$ cat config.mk
export PLATFORM = sky130hd
export DESIGN_NAME = arb_mux
export DESIGN_NICKNAME = d
export VERILOG_FILES = /design/src/rtl/arb_mux.sv
export SDC_FILE = /design/constraint.sdc
export NUM_CORES = 1
export LEC_CHECK = 0
export BUFFER_PORTS_ARGS = -buffer_cell sky130_fd_sc_hd__buf_2
export CAP_MARGIN = 20
export CELL_PAD_IN_SITES_DETAIL_PLACEMENT = 2
export CELL_PAD_IN_SITES_GLOBAL_PLACEMENT = 2
export CORE_MARGIN = 4
export CORE_UTILIZATION = 23
export DETAILED_ROUTE_END_ITERATION = 16
export PLACE_DENSITY = 0.78
export SLEW_MARGIN = 20
export SYNTH_ARGS = -nofsm -noshare
export SYNTH_HDL_FRONTEND = slang
export SYNTH_SLANG_ARGS = --single-unit
export TNS_END_PERCENT = 5
$ cat constraint.sdc
create_clock -name clk -period 1.9 [get_ports clk]
set_input_delay 0.285 -clock clk [delete_from_list [all_inputs] [get_ports clk]]
set_output_delay 0.285 -clock clk [all_outputs]
set_load 0.02 [all_outputs]
$ cat src/rtl/arb_mux.sv
// N-channel arbitrating mux with a one-entry registered output and valid/ready on every port.
// Define ARB_MUX_RR_EN for round-robin arbitration; otherwise the lowest-index valid channel wins.
`ifndef WORD_LEN
`define WORD_LEN 32
`endif

module arb_mux #(
   parameter  int LENGTH   = `WORD_LEN,
   parameter  int CHANNELS = 4,
   localparam int SEL_W    = $clog2(CHANNELS)
) (
   input  logic                         clk,
   input  logic                         rst_n,
   input  logic [CHANNELS*LENGTH-1:0]   in_data,
   input  logic [CHANNELS-1:0]          in_valid,
   output logic [CHANNELS-1:0]          in_ready,
   output logic [LENGTH-1:0]            out_data,
   output logic                         out_valid,
   input  logic                         out_ready,
   output logic [SEL_W-1:0]             out_sel
);

   logic [LENGTH-1:0] data_p1;
   logic [SEL_W-1:0]  sel_p1;
   logic              vld_p1;

   logic              can_load;
   logic              gnt_any;
   logic              xfer;
   logic [SEL_W-1:0]  win;
   logic [SEL_W-1:0]  idx;

`ifdef ARB_MUX_RR_EN
   logic [SEL_W-1:0]  ptr;

   // Channel k places after base, wrapped modulo CHANNELS (works for non-power-of-two counts).
   function automatic logic [SEL_W-1:0] rr_idx(input logic [SEL_W-1:0] base, input int k);
      int s;
      s = int'(base) + k;
      if (s >= CHANNELS) s = s - CHANNELS;
      return SEL_W'(s);
   endfunction
`endif

   // Scan from lowest to highest priority so the last hit is the winner.
   always_comb begin
      gnt_any = 1'b0;
      win     = '0;
      idx     = '0;
      for (int k = CHANNELS - 1; k >= 0; k--) begin
`ifdef ARB_MUX_RR_EN
         idx = rr_idx(ptr, k);
`else
         idx = SEL_W'(k);
`endif
         if (in_valid[idx]) begin
            gnt_any = 1'b1;
            win     = idx;
         end
      end
   end

   assign can_load = !vld_p1 || out_ready;
   // rst_n gates the grant so nothing is accepted while reset is held.
   assign xfer     = rst_n && gnt_any && can_load;
   assign in_ready = xfer ? (CHANNELS'(1) << win) : '0;

   // Stage p1: output register
   always_ff @(posedge clk or negedge rst_n) begin
      if (!rst_n) begin
         vld_p1  <= 1'b0;
         data_p1 <= '0;
         sel_p1  <= '0;
      end else if (xfer) begin
         vld_p1  <= 1'b1;
         data_p1 <= in_data[int'(win)*LENGTH +: LENGTH];
         sel_p1  <= win;
      end else if (out_ready) begin
         vld_p1  <= 1'b0;
      end
   end

`ifdef ARB_MUX_RR_EN
   always_ff @(posedge clk or negedge rst_n) begin
      if (!rst_n) begin
         ptr <= '0;
      end else if (xfer) begin
         if (win == SEL_W'(CHANNELS - 1)) ptr <= '0;
         else                             ptr <= win + SEL_W'(1);
      end
   end
`endif

   assign out_data  = data_p1;
   assign out_valid = vld_p1;
   assign out_sel   = sel_p1;

endmodule
* Word-level counts from Yosys, hierarchy flattened
Cells that the tools add are included.
Operators by class: shifts and indexed selects 2, multiplexer cells 11, reduce and logical (&&, ||, !) cells 5
Operators with widths (count):
- indexed part select 128 x 8 -> 32 bit | 1
- 2-to-1 mux 2 bit | 4
- 2-to-1 mux 1 bit | 6
- 2-to-1 mux 4 bit | 1
- left shift 1 x 2 -> 4 bit (first input constant) | 1
- logical AND 1 bit | 2
- nonzero test 2 bit | 1
- zero test 1 bit | 1
- logical OR 1 bit | 1
Storage, ports and cells: word-level logic and storage cells 21, flip-flop bits (word level) 35, input port bits 135, output and inout port bits 39

* Depth between registers and ports, before layout
word-level depth 7, depth in mapped cells 7, mapped depth without buffers 3

* Least setup slack after synthesis
OpenSTA, ideal clock, no wires.
path type reg-to-output, start register vld_p1 (netlist: out_valid), end output port in_ready[2], arrival time 1.733 ns, setup slack -0.118 ns, data required time 1.615 ns, buffers on the path 1, cell stages (with the launch flop) 5, cells stage by stage dfrtp_1 -> nand2b_1 -> clkbuf_1 -> nand2_1 -> nor4b_1
Between the ends: longest elaborated chain between the ends 4
RTL lines:
- from (decl) | line 25 | logic vld_p1;
- from (signal assigned) | line 71 | vld_p1 <= 1'b0;
- from (signal assigned) | line 75 | vld_p1 <= 1'b1;
- from (signal assigned) | line 79 | vld_p1 <= 1'b0;
- zero test 1 bit | line 63 | assign can_load = !vld_p1 || out_ready;
- logical OR 1 bit | line 63
- logical AND 1 bit | line 65 | assign xfer = rst_n && gnt_any && can_load;
- 2-to-1 mux 4 bit | line 66 | assign in_ready = xfer ? (CHANNELS'(1) << win) : '0;
- to (decl) | line 16 | output logic [CHANNELS-1:0] in_ready,
Every way passes these cells.

* Final worst setup path
Same ends and word-level chain as after synthesis.

==> qor.yml <==
status:
  run_status: "complete, no violations"
logic_synthesis:
  ys_types: 31
  syn_inst: 375
  synth_warnings: 0
  postSynthAreaPerCell_sq_um: 7.93
  synth_nets: 510
  yosysTopAreaCellShare_pct: 29.4
  ys_seq_area_share_pct: 29.4
  syn_area_sq_um: 2980
  ys_top_cells_by_area: "dfrtp_1, nor3b_1, a31oi_1"
  synth-seq-cells: 35
  synth_largest_area_cell: "dfrtp_1"
timing:
  drv_slew: 0
  setup_viol: 0
  clock.fmax_mhz: 574
  fin_crit_sh_pct: 91.8
  worst_slew_pin_slew_ps: 1170
  max_slew_margin_pct: 21.8
  grt_setup_unrepaired: "no"
  fin_worst_skew_ps: 5.47
  finalHoldViolations: 0
  whs_ps: 41.9
  fin_crit_ps: 1740
  fin_ws_ps: 156
  tns_ps: 0
detailed_routing:
  ant_nets: 0
  drt_pre_antenna_iters: 5
  drc_errors: 0
  routed_via_density: 5.18
  num_vias: 3639
  drtIter0Drc: 187
  wl_per_cell_um: 19.2
  routed_wl_um: 13500
floorplan:
  start_util_pct: 23.6
  core-area_sq_um: 12600
  dieHeight_um: 122
  die_area_sq_um: 14800
  rows: 41
  io_pins: 174
  die_x_um: 122
global_routing:
  antenna_found_initial: 1
  overflow: 0
  track_usage_pct: 17.8
  grt_max_degree: 45
  grt_pass1_vias: 3928
  grt_pass1_wl_um: 21200
flow_run:
  cap_violations: 0
placed_design:
  place_inst: 693
  portBuffers: 173
  pre_cts_ws_ps: 30.0
  placed_area_sq_um: 4000
  hpwl_um: 10500
  place_congestion: 0.839
cells_and_area:
  finalNonFillerCells: 702
  layout-drive-gt1-share_pct: 40.8
  area_growth_pct: 40.6
  nets: 663
  layout.cell_area.non_filler_sq_um: 4180
worst_setup_path:
  reg2regPathDepth: 3
  critical_path_required_ps: 1620
  critPathMaxStageDelay_ps: 410
  rrSetupSlack_ps: 480
  path_cells: "nand2b_4 -> nand2_1 -> nor4b_2 -> buf_2"
  startpoint: "out_valid"
  crit_end: "in_ready[2]"
  timing.rr.start: "out_valid"
  cp-end-kind: "output pin"
  critPathKind: "flip-flop to output pin"
  crit_slowest_cell: "dfrtp_1"
  crit_path_start_kind: "flip-flop"
  cp_max_fo: 14
  crit_arrival_ps: 1460
  worst_r2r_endpoint: "out_data[9]"
clock_network:
  htreeDepth: 2
  post-cts-setup-buffers: 0
  clockBufferDepth: 2
  cts_sinks: 35
  cts_tree: "done"
  numCtsBuffers: 5
  cts-root-buf: "clkbuf_16"
  cts.clk_slew.worst_paths_ps: 60
  worstSkewPairLatency_ps: 280
pwr:
  irDropWorstVdd_mv: 0.352
  power.density_nw_per_um2: 709
  p_leak_nw: 1.91
min_path:
  hold_class: "input pin to async pin"
synthesized netlist by cell type, drive strengths merged:
cell,count
a21o,6
nand3b,7
a31o,20
a211oi,1
or3b,6
and3b,7
o31ai,19
o21ai,26
nor4b,2
a222oi,12
nand2,22
nor2,22
buf,8
nor3b,44
nor2b,21
a2bb2oi,1
and3,3
o211ai,1
nand2b,1
inv,22
a21oi,2
or4,1
nor3,1
a31oi,45
dfrtp,35
clkbuf,39
a22o,1
sequential cells by signal (all words and copies together), names as in the netlist:
| register | count |
|---|---|
| out_valid | 1 |
| out_sel | 2 |
| out_data | 32 |
placed cells by master (no fill, tap or decap), types with 2 or more instances in the layout:
cell type | Yosys | routed
buf_2 | 1 | 173
a31oi_1 | 45 | 45
nor3b_1 | 44 | 44
dfrtp_1 | 35 | 35
o21ai_0 | 26 | 26
nand2_1 | 22 | 22
inv_1 | 22 | 22
nor2b_1 | 21 | 21
nor2_1 | 22 | 21
buf_4 | 0 | 20
o31ai_1 | 19 | 19
a31o_1 | 17 | 17
a222oi_1 | 12 | 12
and3b_1 | 7 | 7
nand3b_1 | 7 | 7
or3b_2 | 6 | 6
a21o_1 | 6 | 6
clkbuf_16 | 0 | 5
a31o_2 | 3 | 3
nor4b_2 | 0 | 2
and3_1 | 2 | 2
a21oi_1 | 2 | 2
layout make-up:
cell class	count	area, sq um
inverters	22	82.6
clock buffers	6	139
repair buffers	193	1020
well taps	172	215
clock inverters	2	35.0
multi-input cells	271	1820
flip-flops and latches	35	876
diodes	1	2.50
fillers	1534	8440
worst max-delay path: cells and delay by family (launching register included):
kind                   cells  cell delay (ps)
AND/OR/NAND/NOR            3              560
flip-flops                 1              410
buffers and inverters      1              200
kinds of logic (layout without fill, tap and decap cells):
logic type / Yosys count / after routing / synth area share (%)
flops: 35 / 35 / 29.4
simple gates: 137 / 137 / 28.8
other cells: 0 / 1 / 0
buf+inv: 69 / 223 / 10.3
compound gates: 134 / 134 / 31.5
per-stage QoR:
stage / power, W / util (%)
after floorplan: 0.00155 / -
after global placement: 0.00197 / 31.7
after detailed placement: 0.00202 / 31.7
after CTS: 0.00301 / 33.1
after global routing: 0.00315 / 33.1
final: 0.00297 / 33.1
power by group:
group	switching, W	total, W	internal (W)
logic	0.000608	0.00104	0.000428
clock network	0.000326	0.000979	0.000653
registers	0.0000793	0.000952	0.000873
worst min path at each step:
stage / startpoint / end / slack (ps) / cells after the start
2_1_floorplan: rst_n / out_data[0] / -10 / 0
4_1_cts: rst_n / out_sel[0] / 50 / 2
3_5_place_dp: rst_n / out_sel[0] / 350 / 2
3_3_place_gp: rst_n / out_sel[0] / 350 / 2
5_1_grt: rst_n / out_sel[0] / 70 / 2
6_report: rst_n / out_sel[0] / 40 / 2
repair_timing:
item / CTS / global route
hold buffers: 0 / 0
endpoints found under the hold margin: 0 / 0
gates resized for setup: 0 / 1
setup endpoints to repair: 0 / 2
routing by layer:
layer / global-route usage, % / routed length, um / vias to the layer above
met4: 3.08 / 126 / 0
met5: 0 / 0 / -
met1: 22.5 / 5810 / 1816
met3: 3.90 / 801 / 10
met2: 31.4 / 6710 / 114
li1: - / - / 1699
Power figures use the tool's default switching activity.
